$ cat src/rtl/servo_pwm_gen_if.sv
// servo_pwm_gen_if: duty/enable request bus and PWM status outputs of the servo PWM stage
interface servo_pwm_if;
  logic       enable;
  logic [9:0] duty_cycle_input;
  logic       servoSignal;
  logic       period_start;
  logic       duty_clamped;
  modport master (output enable, duty_cycle_input, input servoSignal, period_start, duty_clamped);
  modport slave  (input enable, duty_cycle_input, output servoSignal, period_start, duty_clamped);
endinterface

$ cat src/rtl/servo_pwm_gen.sv
// servo_pwm_gen: 50 Hz servo PWM with period-boundary double-buffered, clamped duty
module servo_pwm_gen #(
  parameter int TICK_DIV     = 488,
  parameter int DUTY_MIN     = 26,
  parameter int DUTY_MAX     = 128,
  parameter int DUTY_NEUTRAL = 77
) (
  input  logic      clk25mhz,
  input  logic      reset,
  servo_pwm_if.slave bus
);
  localparam int DW = TICK_DIV > 1 ? $clog2(TICK_DIV) : 1;
  localparam logic [DW-1:0] DIV_LAST = DW'(TICK_DIV - 1);
  localparam logic [9:0] D_MIN = 10'(DUTY_MIN);
  localparam logic [9:0] D_MAX = 10'(DUTY_MAX);
  localparam logic [9:0] D_NEU = 10'(DUTY_NEUTRAL);
  logic [DW-1:0] div_cnt_q, div_cnt_d;
  logic [9:0]    pos_cnt_q, pos_cnt_d, duty_shadow_q, duty_shadow_d;
  logic          servo_q, servo_d, period_start_q, period_start_d, duty_clamped_q, duty_clamped_d;
  logic          tick, wrap, lo, hi;
  always_comb begin
    tick           = div_cnt_q == DIV_LAST;
    wrap           = tick && pos_cnt_q == 10'h3ff;
    lo             = bus.duty_cycle_input < D_MIN;
    hi             = bus.duty_cycle_input > D_MAX;
    div_cnt_d      = tick ? '0 : div_cnt_q + 1'b1;
    pos_cnt_d      = tick ? pos_cnt_q + 10'd1 : pos_cnt_q;
    duty_shadow_d  = wrap ? (lo ? D_MIN : hi ? D_MAX : bus.duty_cycle_input) : duty_shadow_q;
    duty_clamped_d = wrap ? (lo || hi) : duty_clamped_q;
    period_start_d = wrap;
    // compares the pre-edge position, giving the one-cycle output latency
    servo_d        = bus.enable && (pos_cnt_q < duty_shadow_q);
  end
  always_ff @(posedge clk25mhz) begin
    if (!reset) begin
      div_cnt_q      <= '0;
      pos_cnt_q      <= '0;
      duty_shadow_q  <= D_NEU;
      servo_q        <= 1'b0;
      period_start_q <= 1'b0;
      duty_clamped_q <= 1'b0;
    end else begin
      div_cnt_q      <= div_cnt_d;
      pos_cnt_q      <= pos_cnt_d;
      duty_shadow_q  <= duty_shadow_d;
      servo_q        <= servo_d;
      period_start_q <= period_start_d;
      duty_clamped_q <= duty_clamped_d;
    end
  end
  assign bus.servoSignal  = servo_q;
  assign bus.period_start = period_start_q;
  assign bus.duty_clamped = duty_clamped_q;
endmodule

$ cat src/flat_wrapper.sv
// flat-port wrapper written by rule: the top's interface ports become plain ports
module servo_pwm_gen_flat 
#(
  parameter int TICK_DIV     = 488,
  parameter int DUTY_MIN     = 26,
  parameter int DUTY_MAX     = 128,
  parameter int DUTY_NEUTRAL = 77
)
  (clk25mhz, reset, bus_enable, bus_duty_cycle_input, bus_servoSignal, bus_period_start, bus_duty_clamped);
  servo_pwm_if bus_i ();
  input  logic clk25mhz;
  input  logic reset;
  input wire logic [$bits(bus_i.enable)-1:0] bus_enable;
  input wire logic [$bits(bus_i.duty_cycle_input)-1:0] bus_duty_cycle_input;
  output wire logic [$bits(bus_i.servoSignal)-1:0] bus_servoSignal;
  output wire logic [$bits(bus_i.period_start)-1:0] bus_period_start;
  output wire logic [$bits(bus_i.duty_clamped)-1:0] bus_duty_clamped;
  assign bus_i.enable = bus_enable;
  assign bus_i.duty_cycle_input = bus_duty_cycle_input;
  assign bus_servoSignal = bus_i.servoSignal;
  assign bus_period_start = bus_i.period_start;
  assign bus_duty_clamped = bus_i.duty_clamped;
  servo_pwm_gen #(.TICK_DIV(TICK_DIV), .DUTY_MIN(DUTY_MIN), .DUTY_MAX(DUTY_MAX), .DUTY_NEUTRAL(DUTY_NEUTRAL)) u_core (.clk25mhz(clk25mhz), .reset(reset), .bus(bus_i));
endmodule
$ cat config.mk
export PLATFORM = sky130hd
export DESIGN_NAME = servo_pwm_gen_flat
export DESIGN_NICKNAME = d
export VERILOG_FILES = /design/src/rtl/servo_pwm_gen_if.sv /design/src/rtl/servo_pwm_gen.sv /design/src/flat_wrapper.sv
export SDC_FILE = /design/constraint.sdc
export NUM_CORES = 1
export LEC_CHECK = 0
export ABC_AREA = 0
export CORE_AREA = 5 5 70 72
export DETAILED_ROUTE_END_ITERATION = 7
export DIE_AREA = 0 0 75 77
export PLACE_DENSITY = 0.59
export SLEW_MARGIN = 20
export SYNTH_ARGS = -nofsm -noshare
export SYNTH_HDL_FRONTEND = slang
export SYNTH_SLANG_ARGS = --single-unit
$ cat constraint.sdc
create_clock -name clk25mhz -period 1.8 [get_ports clk25mhz]
set_clock_uncertainty 0.05 [all_clocks]
set_input_delay 0.27 -clock clk25mhz [delete_from_list [all_inputs] [get_ports clk25mhz]]
set_output_delay 0.27 -clock clk25mhz [all_outputs]
set_load 0.05 [all_outputs]
==> results_dict.tcl, run 1 <==
set metrics [dict create \
    start_util 0.382 \
    synth_edf_count 0 \
    core-area_sq_um 4230 \
    finalHoldWorstSlack_ns 0.434 \
    ctsResizeCount 0 \
    syn_to_final_growth_pct 25.5 \
    diodes 0 \
    period_minus_slack_ns 1.71 \
    hold_buffers 0 \
    arrival_ns 1.39 \
    hold_viol_final 0 \
    worstHoldStart "u_core.duty_shadow_q[8]$_SDFFE_PN0P_" \
    die_w_um 75 \
    critPathKind "flop to output port" \
    critPathCaptureType "output port" \
    post-route-period-util 0.948 \
    cp.depth 1 \
    cap_violations 0 \
    status "complete, no violations" \
    crit_family "buffers and inverters" \
    vias 1405 \
    drv_slew 0 \
    synth_nets 208 \
    die_h_um 77 \
    clkTransAtPathRegs_ns 0.07 \
    routedWlPerCell_um 13.1 \
    dp_hpwl_mm 2.69 \
    worstSetupStartpointType "flop" \
    postSynthCellCount 184 \
    cts_tree "yes" \
    rsz0062_at_grt "false" \
    pwr_density_cell_nw_per_um2 739 \
    slew_headroom 0.670 \
    grt_pass1_wl_mm 6.14 \
    htree_num_levels 2 \
    ioPinCount 16 \
    drt-total-wl_mm 3.50 \
    grt_pass1_vias 1361 \
    critPathLaunch "u_core.bus.servoSignal$_SDFF_PN0_" \
    clock_sinks 32 \
    cts_setup_buffers 0 \
    cp_num_buf_inv 1 \
    fmax_ghz 0.586 \
    ys_types 39 \
    ir_drop_mv 0.415 \
    overflow 0 \
    cts_buffers 5 \
    path_cells "clkdlybuf4s50_1" \
    reg2reg_slack_ns 0.12 \
    layout_common_cells "dfxtp_1 (32), nor2_1 (19), buf_4 (18), nand2_1 (15), clkdlybuf4s50_1 (13)" \
    r2r-end "u_core.pos_cnt_q[7]$_SDFFE_PN0P_" \
    first_iter_violations 67 \
    crit_end "bus_servoSignal" \
    ant_nets 0 \
    reg2reg_depth 6 \
    worstMarginPinSlew_ns 0.493 \
    grt.total_usage 0.136 \
    ys_warn_count 0 \
    crit_path_top_delay_cell "clkdlybuf4s50_1" \
    first_pass_iters 4 \
    required_ns 1.48 \
    fillers 392 \
    r2r-start "u_core.div_cnt_q[1]$_SDFF_PP0_" \
    antenna_found_initial 0 \
    setup_viol 0 \
    power.leakage_nw 0.891 \
    yosysSeqAreaShare 0.396 \
    insertion_delay_ns 0.29 \
    final_common_cell "dfxtp_1" \
    cts_max_path_buffers 2 \
    cts-root-buf "clkbuf_8" \
    syn_area_sq_um 1620 \
    async_flop_share 0 \
    critical_path.max_stage_delay_ns 0.79 \
    die_area_sq_um 5780 \
    remaining_drc_errors 0 \
    drt-vias-per-instance 5.24 \
    synthFlopType "dfxtp_1" \
    synth.avg_cell_area_sq_um 8.79 \
    grt_max_degree 19 \
    crit_fanout 1 \
    num_rows 24 \
    final_nets 239 \
    fin_tns_setup_ns 0 \
    drive_above_1_share 0.144 \
    portBuffers 15 \
    place_congestion 0.889 \
    hp-class "flop to flop" \
    synth_seq_cells 32 \
]
through the flow:
stage	utilization	instances	power (mW)	setup slack (ns)	area, sq um
final	0.479	268	1.50	0.0928	2030
after global routing	0.479	268	1.56	0.00620	2030
after global placement	0.450	260	0.826	0.0282	1910
after CTS	0.477	268	1.53	0.0569	2020
after floorplan	-	184	0.771	0.141	1620
after detailed placement	0.450	260	0.828	-0.00989	1910
how the worst min path moves through the flow:
stage | cells after the start | endpoint
global placement | 1 | u_core.duty_shadow_q[8]$_SDFFE_PN0P_
finish | 1 | u_core.duty_shadow_q[8]$_SDFFE_PN0P_
detailed placement | 1 | u_core.duty_shadow_q[8]$_SDFFE_PN0P_
floorplan | 2 | u_core.duty_shadow_q[5]$_SDFFE_PN0P_
global route | 1 | u_core.duty_shadow_q[8]$_SDFFE_PN0P_
CTS | 1 | u_core.duty_shadow_q[8]$_SDFFE_PN0P_
kinds of logic after synthesis:
group	count (synthesis)	synth area share
AO/OA/AOI/OAI	34	0.147
XOR/XNOR	12	0.0650
adder cells (fa/ha/maj)	11	0.0851
buffers and inverters	19	0.0526
flip-flops	32	0.396
multiplexers	1	0.00619
AND/OR/NAND/NOR	75	0.248
Yosys cell counts, types with 5 or more instances:
| library cell | n | area [sq um] |
|---|---|---|
| nand2_1 | 15 | 56.3 |
| and3_1 | 5 | 31.3 |
| o21ai_0 | 6 | 30.0 |
| dfxtp_1 | 32 | 641 |
| ha_1 | 11 | 138 |
| nor2_1 | 19 | 71.3 |
| o211ai_1 | 8 | 60.1 |
| nand3_1 | 10 | 50.1 |
| nand4_1 | 6 | 37.5 |
| a21oi_1 | 7 | 35.0 |
| inv_1 | 12 | 45.0 |
| xor2_1 | 8 | 70.1 |
state kept, by name, indices dropped and copies added (netlist names):
register	cells
u_core.duty_shadow_q	10
u_core.pos_cnt_q	10
u_core.div_cnt_q	9
u_core.bus.duty_clamped	1
u_core.bus.period_start	1
u_core.bus.servoSignal	1
layer usage:
| metal | wire length [um] | part of all wire | GRT usage |
|---|---|---|---|
| met5 | 0 | 0 | 0 |
| met2 | 1630 | 0.47 | 0.210 |
| met3 | 150 | 0.043 | 0.0366 |
| met4 | 55 | 0.016 | 0.0623 |
| met1 | 1670 | 0.48 | 0.174 |
power by group:
group          leakage (nW)  total [mW]  switching [mW]  internal, mW
Sequential            0.259       0.719         0.00382         0.715
Combinational         0.578      0.0930          0.0438        0.0491
Clock                0.0541       0.689           0.279         0.409
worst reg2reg max path, stage by stage, from the launching register on:
cell and delay [ns]:
dfxtp_1 0.36, ha_1 0.18, and4_2 0.25, buf_4 0.17, nand4_4 0.13, or4_1 0.42
nand2_1 0.08
final cells by class:
| type | instances | area (sq um) | share of cell area |
|---|---|---|---|
| clock inverters | 3 | 42.5 | 0.0210 |
| clock buffers | 5 | 68.8 | 0.0339 |
| multi-input cells | 133 | 902 | 0.445 |
| repair buffers | 31 | 265 | 0.131 |
| well taps | 52 | 65.1 | 0.0321 |
| flip-flops and latches | 32 | 641 | 0.316 |
| inverters | 12 | 45.0 | 0.0222 |
Note: power is estimated with default switching activity, not from simulation.
==> inputs of run 2 (changes only) <==
--- a/config.mk
+++ b/config.mk
@@ -9,7 +9,9 @@
 export CORE_AREA = 5 5 70 72
 export DETAILED_ROUTE_END_ITERATION = 7
 export DIE_AREA = 0 0 75 77
+export GPL_TIMING_DRIVEN = 0
 export PLACE_DENSITY = 0.59
+export SKIP_CTS_REPAIR_TIMING = 1
 export SLEW_MARGIN = 20
 export SYNTH_ARGS = -nofsm -noshare
 export SYNTH_HDL_FRONTEND = slang
==> results_dict.tcl, run 2 (synthesis results as in run 1) <==
set metrics [dict create \
    layout.cells.non_filler 259 \
    first_pass_iters 4 \
    crit_fanout 2 \
    slew_headroom 0.620 \
    final_nets 230 \
    num_rows 24 \
    path_cells "clkdlybuf4s50_1" \
    htree_num_levels 2 \
    drt-total-wl_mm 3.27 \
    start_util 0.382 \
    clkTransAtPathRegs_ns 0.07 \
    period_minus_slack_ns 1.73 \
    grt.total_usage 0.123 \
    post-route-period-util 0.960 \
    hp-class "flop to flop" \
    cts_buffers 5 \
    reg_top3 "u_core.duty_shadow_q x10, u_core.pos_cnt_q x10, u_core.div_cnt_q x9" \
    vias 1341 \
    drive_above_1_share 0.0918 \
    syn_to_final_growth_pct 21.7 \
    power.leakage_nw 0.825 \
    cts_tree "yes" \
    insertion_delay_ns 0.28 \
    critPathCaptureType "output port" \
    pwr_density_cell_nw_per_um2 754 \
    place_congestion 0.781 \
    worstSetupStartpointType "flop" \
    grt_max_degree 12 \
    arrival_ns 1.41 \
    cap_violations 0 \
    crit_family "buffers and inverters" \
    crit_path_top_delay_cell "clkdlybuf4s50_1" \
    drt-vias-per-instance 5.18 \
    diodes 0 \
    worstMarginPinSlew_ns 0.570 \
    remaining_drc_errors 0 \
    die_h_um 77 \
    overflow 0 \
    cts-root-buf "clkbuf_8" \
    fin_tns_setup_ns 0 \
    dp_hpwl_mm 2.41 \
    clock_sinks 32 \
    setup_viol 0 \
    portBuffers 15 \
    final_common_cell "dfxtp_1" \
    cp_num_buf_inv 1 \
    finalHoldWorstSlack_ns 0.398 \
    core-area_sq_um 4230 \
    antenna_found_initial 0 \
    total_power_mw 1.48 \
    grt_pass1_wl_mm 5.42 \
    required_ns 1.48 \
    grt_pass1_vias 1175 \
    hold_viol_final 0 \
    die_w_um 75 \
    status "complete, no violations" \
    ioPinCount 16 \
    critical_path.max_stage_delay_ns 0.80 \
    routedWlPerCell_um 12.6 \
    drv_slew 0 \
    first_iter_violations 47 \
    fillers 415 \
    layout_common_cells "dfxtp_1 (30), nor2_1 (19), nand2_1 (15), clkdlybuf4s50_1 (15), inv_1 (12)" \
    ant_nets 0 \
    ir_drop_mv 0.524 \
    dp_cells 251 \
    cts_max_path_buffers 2 \
    critPathKind "flop to output port" \
    die_area_sq_um 5780 \
    fmax_ghz 0.578 \
    utilization 0.465 \
]
run 2: cell count changes in the layout (fill, tap and decap cells not counted), moves of 2 or more:
cell	previous run	this run
buf_4	18	1
buf_6	0	2
clkbuf_1	0	2
clkdlybuf4s50_1	13	15
dfxtp_1	32	30
run 2: per-layer routing:
| metal | share of wire | track usage |
|---|---|---|
| met1 | 0.49 | 0.174 |
| met2 | 0.44 | 0.165 |
| met3 | 0.054 | 0.0366 |
| met4 | 0.019 | 0.0641 |
| met5 | 0 | 0 |
run 2: path summary, 6_finish.rpt:
path / start / endpoint / slack [ns] / cells past startpoint
worst max-delay path: u_core.bus.duty_clamped$_SDFFE_PN0P_ / bus_duty_clamped / 0.07 / 1
worst min-delay path: u_core.div_cnt_q[0]$_SDFF_PP0_ / u_core.div_cnt_q[0]$_SDFF_PP0_ / 0.40 / 1
worst max register to register: u_core.pos_cnt_q[0]$_SDFFE_PN0P_ / u_core.duty_shadow_q[1]$_SDFFE_PN0P_ / 0.11 / 6
worst min register to register: u_core.div_cnt_q[0]$_SDFF_PP0_ / u_core.div_cnt_q[0]$_SDFF_PP0_ / 0.40 / 1
run 2: area by class of cell:
class                   count  area (sq um)  area share
flip-flops and latches     32           646       0.328
inverters                  12          45.0      0.0229
repair buffers             15           150      0.0763
clock buffers               5          68.8      0.0350
plain buffers               7          47.5      0.0242
clock inverters             3          42.5      0.0216
well taps                  52          65.1      0.0331
multi-input cells         133           903       0.459
run 2: through the flow:
step           instance area, sq um  setup WS [ns]
6_report                       1970         0.0712
2_1_floorplan                  1620          0.141
4_1_cts                        1940        -0.0780
3_5_place_dp                   1830         -0.242
3_3_place_gp                   1830         -0.286
5_1_grt                        1970       -0.00695
run 2: where the power goes:
group | total, mW | internal, mW | switching [mW]
clock | 0.678 | 0.409 | 0.269
combinational | 0.0827 | 0.0410 | 0.0417
sequential | 0.723 | 0.715 | 0.00798
run 2: worst reg2reg max path, cell delays in order, from the launching register on:
cell     delay, ns
dfxtp_1       0.40
ha_1          0.23
and4_1        0.23
and3_1        0.18
buf_6         0.13
nand2_4       0.08
o41ai_2       0.30
